--- config.mk ---
export PLATFORM = sky130hd
export DESIGN_NAME = trigger_event_sequencer
export DESIGN_NICKNAME = d
export VERILOG_FILES = /design/src/rtl/trigger_event_sequencer.sv
export SDC_FILE = /design/constraint.sdc
export NUM_CORES = 1
export LEC_CHECK = 0
export ABC_CLOCK_PERIOD_IN_PS = 2900
export BUFFER_PORTS_ARGS = -buffer_cell sky130_fd_sc_hd__clkbuf_2
export CORE_AREA = 10 10 142 210
export DETAILED_ROUTE_END_ITERATION = 10
export DIE_AREA = 0 0 152 220
export GPL_ROUTABILITY_DRIVEN = 0
export SYNTH_ARGS = -nofsm -noshare
export SYNTH_HDL_FRONTEND = slang
export SYNTH_SLANG_ARGS = --single-unit
--- constraint.sdc ---
create_clock -name clk -period 2.9 [get_ports clk]
set_input_delay 0 -clock clk [delete_from_list [all_inputs] [get_ports clk]]
set_output_delay 0 -clock clk [all_outputs]
set_load 0.005 [all_outputs]
--- src/rtl/trigger_event_sequencer.sv ---
// Sequences one trigger transaction: receiver trigger -> DAQ start -> packet check ->
// event header handshake -> wait for DAQ done -> busy_clear pulse back to the receiver.
//
// state      | meaning
// -----------+------------------------------------------------------------
// S_IDLE     | ready, waiting for a trigger pulse
// S_WAIT_END | acquisition running, waiting for end_flag or timer expiry
// S_HDR      | event header presented, waiting for hdr_ready
// S_ACQ      | header accepted, waiting for DAQ done (live or recorded)
// S_RELEASE  | busy_clear asserted for CLR_PULSE_LEN cycles
module trigger_event_sequencer #(
    parameter int unsigned TIMEOUT_CYCLES = 100000,
    parameter int unsigned CLR_PULSE_LEN  = 4,
    parameter bit          CHECK_SERIAL   = 1'b1
) (
    input  logic        clk,
    input  logic        reset,
    input  logic        trigger,
    input  logic        end_flag,
    input  logic        crc_status,
    input  logic [7:0]  sub_system_id,
    input  logic [7:0]  trigger_type,
    input  logic [31:0] trigger_serial,
    output logic        busy_clear,
    output logic        hold_off,
    output logic        daq_start,
    input  logic        daq_done,
    output logic        hdr_valid,
    input  logic        hdr_ready,
    output logic [7:0]  hdr_sub_system_id,
    output logic [7:0]  hdr_trigger_type,
    output logic [31:0] hdr_trigger_serial,
    output logic [3:0]  hdr_flags,
    output logic [15:0] err_crc_cnt,
    output logic [15:0] err_gap_cnt,
    output logic [15:0] err_timeout_cnt
);

    typedef enum logic [2:0] {
        S_IDLE,
        S_WAIT_END,
        S_HDR,
        S_ACQ,
        S_RELEASE
    } state_t;

    // Down-counter expiring at zero gives the same expiry cycle as counting 0..TIMEOUT_CYCLES-1.
    localparam logic [19:0] TMR_LOAD = 20'(TIMEOUT_CYCLES - 1);
    localparam logic [3:0]  CLR_LOAD = 4'(CLR_PULSE_LEN - 1);

    state_t      state;
    logic [19:0] timer;
    logic [3:0]  clr_cnt;
    logic        first_seen;
    logic [31:0] expected_serial;
    logic        done_seen;
    logic        overrun;

    logic gap_now;
    logic accept;

    assign gap_now = CHECK_SERIAL && first_seen && crc_status
                     && (trigger_serial != expected_serial);
    assign accept  = hdr_valid && hdr_ready;

    function automatic logic [15:0] sat_inc(input logic [15:0] v);
        return (v == 16'hFFFF) ? v : v + 16'd1;
    endfunction

    always_ff @(posedge clk) begin
        if (!reset) begin
            state              <= S_IDLE;
            timer              <= '0;
            clr_cnt            <= '0;
            first_seen         <= 1'b0;
            expected_serial    <= '0;
            done_seen          <= 1'b0;
            overrun            <= 1'b0;
            busy_clear         <= 1'b0;
            hold_off           <= 1'b0;
            daq_start          <= 1'b0;
            hdr_valid          <= 1'b0;
            hdr_sub_system_id  <= '0;
            hdr_trigger_type   <= '0;
            hdr_trigger_serial <= '0;
            hdr_flags          <= '0;
            err_crc_cnt        <= '0;
            err_gap_cnt        <= '0;
            err_timeout_cnt    <= '0;
        end else begin
            daq_start <= 1'b0;
            // An early done or a second trigger must not be lost while an event is in flight.
            if (state != S_IDLE && daq_done) done_seen <= 1'b1;
            if (state != S_IDLE && trigger)  overrun   <= 1'b1;

            case (state)
                S_IDLE: begin
                    if (trigger) begin
                        daq_start <= 1'b1;
                        hold_off  <= 1'b1;
                        done_seen <= 1'b0;
                        overrun   <= 1'b0;
                        timer     <= TMR_LOAD;
                        state     <= S_WAIT_END;
                    end
                end
                S_WAIT_END: begin
                    if (end_flag) begin
                        hdr_sub_system_id  <= sub_system_id;
                        hdr_trigger_type   <= trigger_type;
                        hdr_trigger_serial <= trigger_serial;
                        hdr_flags          <= {overrun | trigger, 1'b0, gap_now, crc_status};
                        if (crc_status) begin
                            expected_serial <= trigger_serial + 32'd1;
                            first_seen      <= 1'b1;
                        end
                        hdr_valid <= 1'b1;
                        state     <= S_HDR;
                    end else if (timer == 20'd0) begin
                        hdr_sub_system_id  <= '0;
                        hdr_trigger_type   <= '0;
                        hdr_trigger_serial <= '0;
                        hdr_flags          <= {overrun | trigger, 1'b1, 1'b0, 1'b0};
                        hdr_valid          <= 1'b1;
                        state              <= S_HDR;
                    end else begin
                        timer <= timer - 20'd1;
                    end
                end
                S_HDR: begin
                    if (accept) begin
                        hdr_valid <= 1'b0;
                        if (!hdr_flags[0] && !hdr_flags[2]) err_crc_cnt <= sat_inc(err_crc_cnt);
                        if (hdr_flags[1]) err_gap_cnt     <= sat_inc(err_gap_cnt);
                        if (hdr_flags[2]) err_timeout_cnt <= sat_inc(err_timeout_cnt);
                        state <= S_ACQ;
                    end else if (trigger) begin
                        hdr_flags[3] <= 1'b1;
                    end
                end
                S_ACQ: begin
                    if (done_seen || daq_done) begin
                        busy_clear <= 1'b1;
                        clr_cnt    <= CLR_LOAD;
                        state      <= S_RELEASE;
                    end
                end
                S_RELEASE: begin
                    if (clr_cnt == 4'd0) begin
                        busy_clear <= 1'b0;
                        hold_off   <= 1'b0;
                        state      <= S_IDLE;
                    end else begin
                        clr_cnt <= clr_cnt - 4'd1;
                    end
                end
                default: state <= S_IDLE;
            endcase
        end
    end

endmodule

==> impl_metrics.json, run 1 <==
{
  "synth_top_area_share_pct": 43.2,
  "port_buffers": 158,
  "synth_nets": 924,
  "status": "finished clean",
  "synth_area_leaders": "dfxtp_1, xnor2_1, a22o_1",
  "die_area_sq_um": 33400,
  "hold_viol": 0,
  "slew_violations": 0,
  "row_count": 73,
  "synth_top_area_cell": "dfxtp_1",
  "worst_pin_slew_ns": 1.06,
  "fmax_mhz": 383,
  "sequentialPowerShare_pct": 45.2,
  "synth_edf_count": 0,
  "max_stage_delay_ns": 0.88,
  "start_kind": "register",
  "syn_area_sq_um": 7690,
  "drt-pass1-iter-count": 4,
  "totalWireLength_um": 22300,
  "netlist_instances": 862,
  "clock-sinks": 166,
  "io_pins": 159,
  "crit_fanout": 49,
  "initial_core_util_pct": 29.5,
  "p_sw_mw": 1.52,
  "syn_avg_cell_area_sq_um": 8.93,
  "cap_violations": 0,
  "cts_root_buffer": "clkbuf_16",
  "critPathTopFamily": "compound AO/OA/AOI/OAI gates",
  "antenna_found_initial": 0,
  "arrival_ns": 2.99,
  "p_int_mw": 3.92,
  "grt_pass1_vias": 7053,
  "rsz0062_at_grt": "false",
  "min_period_over_period_pct": 89.9,
  "wire_per_inst_um": 15.9,
  "core_area_sq_um": 26100,
  "ir_drop_uv": 372,
  "vias": 7093,
  "worst_setup_path_end_kind": "register",
  "cp.buffers_inverters": 1,
  "post_dp_cell_area_sq_um": 8810,
  "vias_per_cell": 5.04,
  "synth_flop_cell": "dfxtp_1",
  "ant_nets": 0,
  "post-route-min-period_ns": 2.61,
  "htree_levels": 4,
  "die_w_um": 152,
  "hp-class": "input pin to register",
  "nets": 1118,
  "synth_seq_cells": 166,
  "clockBufferDepth": 2,
  "synthArstFlopShare_pct": 0,
  "clockPowerShare_pct": 41.4,
  "switching_share_pct": 27.9,
  "drc_errors": 0,
  "stdcell_area_sq_um": 9920,
  "layout-drive-gt1-share_pct": 20.8,
  "track_usage_pct": 13.1,
  "numCtsBuffers": 17,
  "cts_resized": 0,
  "power_per_cell_area_nw_per_um2": 549,
  "path_class": "register to register",
  "area_growth_pct": 28.9,
  "p_comb_share_pct": 13.4,
  "crit_required_ns": 3.28,
  "seq_area_frac_synth_pct": 43.2,
  "yosysUniqueCellTypes": 58,
  "grt_remaining_overflow": 0,
  "cpMaxStageDelayCell": "o21a_2",
  "grt_pass1_wl_um": 36200,
  "synth_warnings": 0,
  "grt_max_degree": 77,
  "p_leak_nw": 3.73,
  "die_h_um": 220,
  "setup_violations": 0,
  "clock_latency_ns": 0.44,
  "cts_tree": "built",
  "finalSetupTns_ns": 0,
  "dp_hpwl_um": 15800,
  "clk_pin_slew_ns": 0.07,
  "drt_iter0_markers": 446,
  "power.total_mw": 5.44,
  "antennaDiodeCount": 0,
  "path_cells": "inv_1, ha_1, nor2b_1, and4_1, a21oi_1, o21a_2, a22o_1",
  "slew_headroom_pct": 29.2,
  "skew_ns": 0.00816
}
sequential cells by signal (all words and copies together) (netlist names), 3 cells and up, named ones only:
signal	flops
err_crc_cnt	16
hdr_trigger_serial	32
state	3
clr_cnt	4
hdr_sub_system_id	8
err_timeout_cnt	16
timer	20
hdr_flags	4
hdr_trigger_type	8
err_gap_cnt	16
expected_serial	32
per-layer routing:
metal | global-route usage (%) | up-vias | wire (um)
li1 | - | 3521 | -
met2 | 23.4 | 168 | 11400
met5 | 0 | - | 0
met4 | 6.56 | 0 | 599
met3 | 2.69 | 33 | 878
met1 | 14.5 | 3371 | 9420
timing repair:
| item | 4_1_cts | 5_1_grt |
|---|---|---|
| hold buffers | 53 | 0 |
| setup endpoints to repair | 0 | 0 |
| hold endpoints to repair | 83 | 0 |
| buffers inserted | 0 | 0 |
layout make-up:
class / instances / area [sq um]
fill: 2645 / 16200
multi-input combinational: 625 / 4080
sequential: 166 / 3320
timing repair buffer: 225 / 1440
clock buffer: 18 / 439
tap: 337 / 422
clock inverter: 14 / 139
inverter: 21 / 78.8
metrics by stage:
stage          util (%)  std cells  setup WS [ns]  hold slack [ns]
6_report           38.0       1406          0.292            0.270
5_1_grt            38.0       1406         0.0735            0.283
4_1_cts            38.0       1406          0.258            0.236
3_5_place_dp       33.7       1321          0.268            0.214
3_3_place_gp       33.7       1321          0.308            0.210
2_1_floorplan         -        862          0.885           0.0956
power groups by stage:
stage | Combinational, mW | Sequential [mW] | Clock [mW]
floorplan | 0.455 | 2.49 | 0
global placement | 0.670 | 2.51 | 0
detailed placement | 0.678 | 2.51 | 0
CTS | 0.737 | 2.46 | 2.32
global route | 0.811 | 2.47 | 2.39
finish | 0.729 | 2.46 | 2.25
cells by family after synthesis:
| kind of cell | after synthesis | share of synthesized area (%) |
|---|---|---|
| AND/OR/NAND/NOR | 326 | 22.4 |
| AO/OA/AOI/OAI | 182 | 16.6 |
| flip-flops | 166 | 43.2 |
| XOR/XNOR | 99 | 11.3 |
| buffers and inverters | 71 | 3.92 |
| multiplexers | 11 | 1.43 |
| adder cells (fa/ha/maj) | 7 | 1.14 |
final timing paths:
check              from                      to  slack, ns  cells after the start
min reg2reg  busy_clear              busy_clear       0.45                      2
max reg2reg    timer[0]  hdr_trigger_serial[23]       0.29                      7
min          crc_status     expected_serial[12]       0.27                      3
max            timer[0]  hdr_trigger_serial[23]       0.29                      7
worst min-delay path, cell delays in order:
cell and delay (ns):
clkbuf_2 0.10, and3_2 0.37, a21oi_1 0.18
layout by cell type, fill, tap and decap left out, drive strengths merged, types with 3 or more instances in the layout:
cell type	instances
a2111oi	4
a211oi	20
a21oi	44
a22o	48
a31oi	4
and2	6
and3	12
and4	7
buf	14
clkbuf	176
clkinv	5
clkinvlp	3
dfxtp	166
dlygate4sd3	53
ha	7
inv	26
mux2i	11
nand2	44
nand2b	7
nand3	33
nand4	30
nor2	82
nor2b	3
nor3	31
nor3b	8
nor4	25
nor4b	6
o21a	6
o21ai	35
o31ai	3
or2	6
or3	14
or4	8
xnor2	89
xor2	10
Yosys cell counts, types with 2 or more instances:
| master | instances |
|---|---|
| o31ai_1 | 3 |
| a31oi_1 | 4 |
| a21oi_1 | 44 |
| nor4_1 | 25 |
| dfxtp_1 | 166 |
| or4_1 | 5 |
| mux2i_1 | 11 |
| buf_2 | 9 |
| a2111oi_0 | 2 |
| o21a_1 | 6 |
| nor2b_1 | 3 |
| and2_1 | 5 |
| clkbuf_1 | 31 |
| a221oi_1 | 2 |
| or2_2 | 6 |
| nand2_1 | 44 |
| buf_6 | 2 |
| a311oi_1 | 2 |
| xnor2_1 | 89 |
| nor4b_1 | 6 |
| nand2b_1 | 7 |
| buf_1 | 5 |
| nand4_1 | 30 |
| nand3b_1 | 2 |
| xor2_1 | 10 |
| a211oi_1 | 20 |
| a21o_1 | 2 |
| and4_1 | 7 |
| nor3_1 | 31 |
| buf_4 | 2 |
| o21ai_0 | 35 |
| or4_4 | 3 |
| a22o_1 | 48 |
| ha_1 | 7 |
| o311ai_0 | 2 |
| and3_1 | 12 |
| or3_1 | 14 |
| nor3b_1 | 7 |
| nand3_1 | 33 |
| nor2_1 | 82 |
| inv_1 | 21 |
(Power assumes the default switching activity.)
==> inputs of run 2 (changes only) <==
--- a/config.mk
+++ b/config.mk
@@ -7,10 +7,13 @@
 export LEC_CHECK = 0
 export ABC_CLOCK_PERIOD_IN_PS = 2900
 export BUFFER_PORTS_ARGS = -buffer_cell sky130_fd_sc_hd__clkbuf_2
-export CORE_AREA = 10 10 142 210
+export CELL_PAD_IN_SITES_DETAIL_PLACEMENT = 1
+export CELL_PAD_IN_SITES_GLOBAL_PLACEMENT = 1
+export CORE_AREA = 10 10 123 181
 export DETAILED_ROUTE_END_ITERATION = 10
-export DIE_AREA = 0 0 152 220
+export DIE_AREA = 0 0 133 191
 export GPL_ROUTABILITY_DRIVEN = 0
+export PLACE_DENSITY_LB_ADDON = 0.1
 export SYNTH_ARGS = -nofsm -noshare
 export SYNTH_HDL_FRONTEND = slang
 export SYNTH_SLANG_ARGS = --single-unit
==> impl_metrics.json, run 2 (same netlist as run 1, synthesis figures left out) <==
{
  "clock_latency_ns": 0.44,
  "core_area_sq_um": 19000,
  "dp_hpwl_um": 17600,
  "crit_required_ns": 3.24,
  "clock-sinks": 166,
  "ir_drop_uv": 384,
  "vias_per_cell": 5.41,
  "mostFrequentLayoutCells": "dfxtp_1, clkbuf_2, xnor2_1",
  "hold_viol": 0,
  "setup_violations": 0,
  "slew_headroom_pct": 50.5,
  "numCtsBuffers": 17,
  "die_area_sq_um": 25400,
  "antenna_found_initial": 1,
  "skew_ns": 0.00945,
  "clk_pin_slew_ns": 0.07,
  "drc_errors": 0,
  "row_count": 62,
  "initial_core_util_pct": 40.5,
  "worst_setup_path_end_kind": "register",
  "min_period_over_period_pct": 79.3,
  "grt_max_degree": 64,
  "grt_pass1_wl_um": 40000,
  "post-route-min-period_ns": 2.30,
  "area_growth_pct": 27.9,
  "status": "finished clean",
  "slew_violations": 0,
  "layout_commonest_cell": "dfxtp_1",
  "path_class": "register to register",
  "die_w_um": 133,
  "hp-class": "input pin to register",
  "cts_resized": 0,
  "port_buffers": 158,
  "wl_met2_um": 13500,
  "top_layer_used": "met4",
  "wire_per_inst_um": 18.5,
  "crit_fanout": 49,
  "vias": 7179,
  "die_h_um": 191,
  "power_per_cell_area_nw_per_um2": 560,
  "io_pins": 159,
  "holdWs_ns": 0.215,
  "drt_iter0_markers": 303,
  "p_leak_nw": 3.75,
  "wl_met1_um": 9710,
  "grt_remaining_overflow": 0,
  "postCtsSetupRepairBufs": 0,
  "grt_pass1_vias": 7728,
  "cts_root_buffer": "clkbuf_16",
  "fmax_mhz": 435,
  "rsz0062_at_grt": "false",
  "arrival_ns": 2.64,
  "drt-pass1-iter-count": 4,
  "worst_pin_slew_ns": 0.736,
  "cts_tree": "built",
  "finalSetupTns_ns": 0,
  "fillers": 2254,
  "start_kind": "register",
  "layout-drive-gt1-share_pct": 20.8,
  "hold_buffers": 53,
  "nets": 1119,
  "clockBufferDepth": 2,
  "totalWireLength_um": 24600,
  "cap_violations": 0,
  "ant_nets": 0,
  "track_usage_pct": 19.3,
  "top_regs": "expected_serial (32), hdr_trigger_serial (32), timer (20)",
  "htree_levels": 4,
  "wl_met3_um": 849
}
## run 2: cell types whose count changed in the layout (fill, tap and decap cells not counted), sizes merged
cell / previous run / this run
inv: 26 / 24
clkinv: 5 / 6
buf: 14 / 15
bufinv: 1 / 2
diode: 0 / 1
## run 2: routing by layer
layer / vias to the layer above / GRT usage (%)
met5: - / 0
met4: 0 / 7.26
met3: 37 / 4.23
met2: 136 / 37.0
met1: 3482 / 19.9
li1: 3524 / -
## run 2: metrics by stage
step	setup slack (ns)	power (mW)	utilization, %	std cells	cell area [sq um]
finish	0.600	5.51	51.8	1327	9840
global route	0.292	5.76	51.8	1327	9840
CTS	0.600	5.57	51.8	1326	9840
detailed placement	0.617	3.21	45.9	1241	8720
global placement	0.632	3.20	45.9	1241	8720
floorplan	0.885	2.95	-	862	7690
## run 2: final timing paths
path / slack, ns / startpoint / cells past startpoint / endpoint
max: 0.60 / timer[10] / 6 / hdr_trigger_serial[29]
min: 0.22 / crc_status / 3 / expected_serial[13]
max reg2reg: 0.60 / timer[10] / 6 / hdr_trigger_serial[29]
min reg2reg: 0.47 / register / 2 / register
## run 2: critical path, cell delays in order, from the launching register on
cell     delay, ns
dfxtp_1       0.36
nor4_1        0.55
and4_1        0.32
a21oi_1       0.13
o21a_2        0.22
buf_4         0.29
a22o_1        0.31
## run 2: power by group
group	total, mW	switching, mW	internal [mW]
clock network	2.29	0.993	1.30
logic	0.765	0.436	0.329
registers	2.46	0.0783	2.38
total	5.51	1.51	4.00
## run 2: final cells by class
type	count	area, sq um	area share (%)
timing repair buffer	226	1450	14.7
sequential	166	3320	33.8
clock buffer	18	439	4.46
clock inverter	14	150	1.53
antenna	1	2.50	0.0254
multi-input combinational	625	4080	41.4
inverter	21	78.8	0.801
tap	256	320	3.26
==> inputs of run 3 (changes only) <==
--- a/config.mk
+++ b/config.mk
@@ -5,13 +5,14 @@
 export SDC_FILE = /design/constraint.sdc
 export NUM_CORES = 1
 export LEC_CHECK = 0
-export ABC_CLOCK_PERIOD_IN_PS = 2900
+export ABC_AREA = 1
+export ABC_CLOCK_PERIOD_IN_PS = 2400
 export BUFFER_PORTS_ARGS = -buffer_cell sky130_fd_sc_hd__clkbuf_2
 export CELL_PAD_IN_SITES_DETAIL_PLACEMENT = 1
 export CELL_PAD_IN_SITES_GLOBAL_PLACEMENT = 1
-export CORE_AREA = 10 10 123 181
+export CORE_AREA = 10 10 135 198
 export DETAILED_ROUTE_END_ITERATION = 10
-export DIE_AREA = 0 0 133 191
+export DIE_AREA = 0 0 145 208
 export GPL_ROUTABILITY_DRIVEN = 0
 export PLACE_DENSITY_LB_ADDON = 0.1
 export SYNTH_ARGS = -nofsm -noshare
==> constraint.sdc (replaced) <==
create_clock -name clk -period 2.4 [get_ports clk]
set_input_delay 0 -clock clk [delete_from_list [all_inputs] [get_ports clk]]
set_output_delay 0 -clock clk [all_outputs]
set_load 0.005 [all_outputs]
==> impl_metrics.json, run 3 <==
{
  "status": "finished, violations left",
  "violations": "negative hold slack",
  "drc_errors": 0,
  "numCtsBuffers": 17,
  "initial_core_util_pct": 39.4,
  "cts_tree": "built",
  "synthArstFlopShare_pct": 0,
  "synth_warnings": 0,
  "top_regs": "expected_serial (32), hdr_trigger_serial (32), timer (20)",
  "ant_nets": 0,
  "fmax_mhz": 476,
  "synth_flop_cell": "dfxtp_1",
  "core_area_sq_um": 23100,
  "vias_per_cell": 5.01,
  "slew_headroom_pct": 59.0,
  "seq_area_frac_synth_pct": 36.6,
  "crit_required_ns": 2.71,
  "synth_seq_cells": 166,
  "path_class": "register to register",
  "postCtsSetupRepairBufs": 0,
  "synth_area_leaders": "dfxtp_1, nand2_1, nor2_1",
  "layout_commonest_cell": "nand2_1",
  "holdWs_ns": -0.00393,
  "synth_nets": 1451,
  "track_usage_pct": 20.8,
  "rsz0062_at_grt": "false",
  "start_kind": "register",
  "io_pins": 159,
  "grt_remaining_overflow": 0,
  "post-route-min-period_ns": 2.10,
  "dp.cells": 1824,
  "synth_top_area_cell": "dfxtp_1",
  "drt-pass1-iter-count": 4,
  "syn_area_sq_um": 9080,
  "cap_violations": 0,
  "port_buffers": 158,
  "slew_violations": 0,
  "cts_root_buffer": "clkbuf_16",
  "die_area_sq_um": 30200,
  "nets": 1640,
  "grt_pass1_wl_um": 52100,
  "vias": 9553,
  "final_util_pct": 48.7,
  "netlist_instances": 1389,
  "mostFrequentLayoutCells": "nand2_1, nor2_1, dfxtp_1",
  "clock_latency_ns": 0.44,
  "synth_top_area_share_pct": 36.6,
  "grt_max_degree": 55,
  "finalSetupTns_ns": 0,
  "yosysUniqueCellTypes": 38,
  "skew_ns": 0.0156,
  "grt_pass1_vias": 10172,
  "worst_pin_slew_ns": 0.616,
  "syn_avg_cell_area_sq_um": 6.54,
  "r2r_slack_ns": 0.30,
  "row_count": 68,
  "p_leak_nw": 4.85,
  "clockBufferDepth": 2,
  "finalNonFillerCells": 1906,
  "min_period_over_period_pct": 87.6,
  "totalWireLength_um": 31600,
  "area_growth_pct": 23.6,
  "drt_iter0_markers": 369,
  "setup_violations": 0,
  "post-synth-top-count-cell": "nand2_1",
  "die_h_um": 208,
  "arrival_ns": 2.41,
  "ir_drop_uv": 522,
  "clk_pin_slew_ns": 0.08,
  "fillers": 3113,
  "antennaDiodeCount": 0,
  "dp_hpwl_um": 23200,
  "wire_per_inst_um": 16.6,
  "htree_levels": 4,
  "crit_fanout": 13,
  "worst_setup_path_end_kind": "register",
  "clock-sinks": 166,
  "power_per_cell_area_nw_per_um2": 828,
  "synth_common_cells": "nand2_1, nor2_1, dfxtp_1, inv_1, nand3_1",
  "die_w_um": 145,
  "layout-drive-gt1-share_pct": 15.1,
  "hold_viol": 1,
  "antenna_found_initial": 0,
  "hp-class": "input pin to register",
  "synth_edf_count": 0
}
run 3: changes by cell type after synthesis, sizes merged, moves of 48 or more:
cell / before / now
xnor2: 89 / 38
a21oi: 44 / 130
nand2: 44 / 388
a22o: 48 / 0
nand3: 33 / 133
nor2: 82 / 183
inv: 21 / 143
run 3: final timing paths:
check,start,cells past startpoint,endpoint
worst min-delay path,reset,3,timer[1]
worst min register to register,first_seen,2,first_seen
worst max-delay path,state[1],10,timer[12]
worst max register to register,state[1],10,timer[12]
run 3: what timing repair did:
item | 4_1_cts | 5_1_grt
resized for setup | 0 | 0
hold endpoints to repair | 69 | 0
hold buffers | 50 | 0
run 3: power by group:
group | switching, mW | internal, mW
registers | 0.261 | 3.09
clock network | 1.26 | 1.59
logic | 2.02 | 1.09
run 3: area by class of cell:
type                            count  area [sq um]  area share, %
Inverter                          143           539           4.80
Timing Repair Buffer              226          1450           12.9
Tap cell                          315           394           3.51
Clock inverter                     14           163           1.45
Clock buffer                       18           439           3.91
Sequential cell                   166          3320           29.6
Multi-Input combinational cell   1024          4920           43.8
run 3: metal layers:
metal	vias to the layer above	share of wire [%]	wire length, um	GRT usage, %
li1	4796	-	-	-
met1	4605	39	12300	21.1
met2	111	56	17800	41.2
met3	41	1.9	602	3.02
met4	0	2.7	866	7.50
met5	-	0	0	0
run 3: kinds of logic after synthesis:
group	after synthesis	share of synthesized area, %
compound gates	175	10.1
fa+ha+maj	7	0.964
buf+inv	199	9.24
simple gates	771	36.3
xor+xnor	71	6.85
flops	166	36.6
run 3: worst max-delay path, cell delays in order (launching register included):
cell and delay, ns:
dfxtp_1 0.46, inv_1 0.07, nand2_1 0.10, inv_2 0.05, nand2_2 0.17, nand2_1 0.12
inv_1 0.29, nand2_1 0.29, buf_4 0.28, nand2_1 0.08, a21oi_1 0.06
run 3: metrics by stage:
step	total power [mW]	instance area, sq um	hold WS (ns)	setup WS [ns]
global placement	6.41	10100	0.238	0.398
floorplan	5.51	9080	0.147	0.802
CTS	9.42	11200	0.000641	0.295
detailed placement	6.49	10100	0.242	0.331
global route	9.96	11200	0.0423	0.0807
finish	9.30	11200	-0.00393	0.297
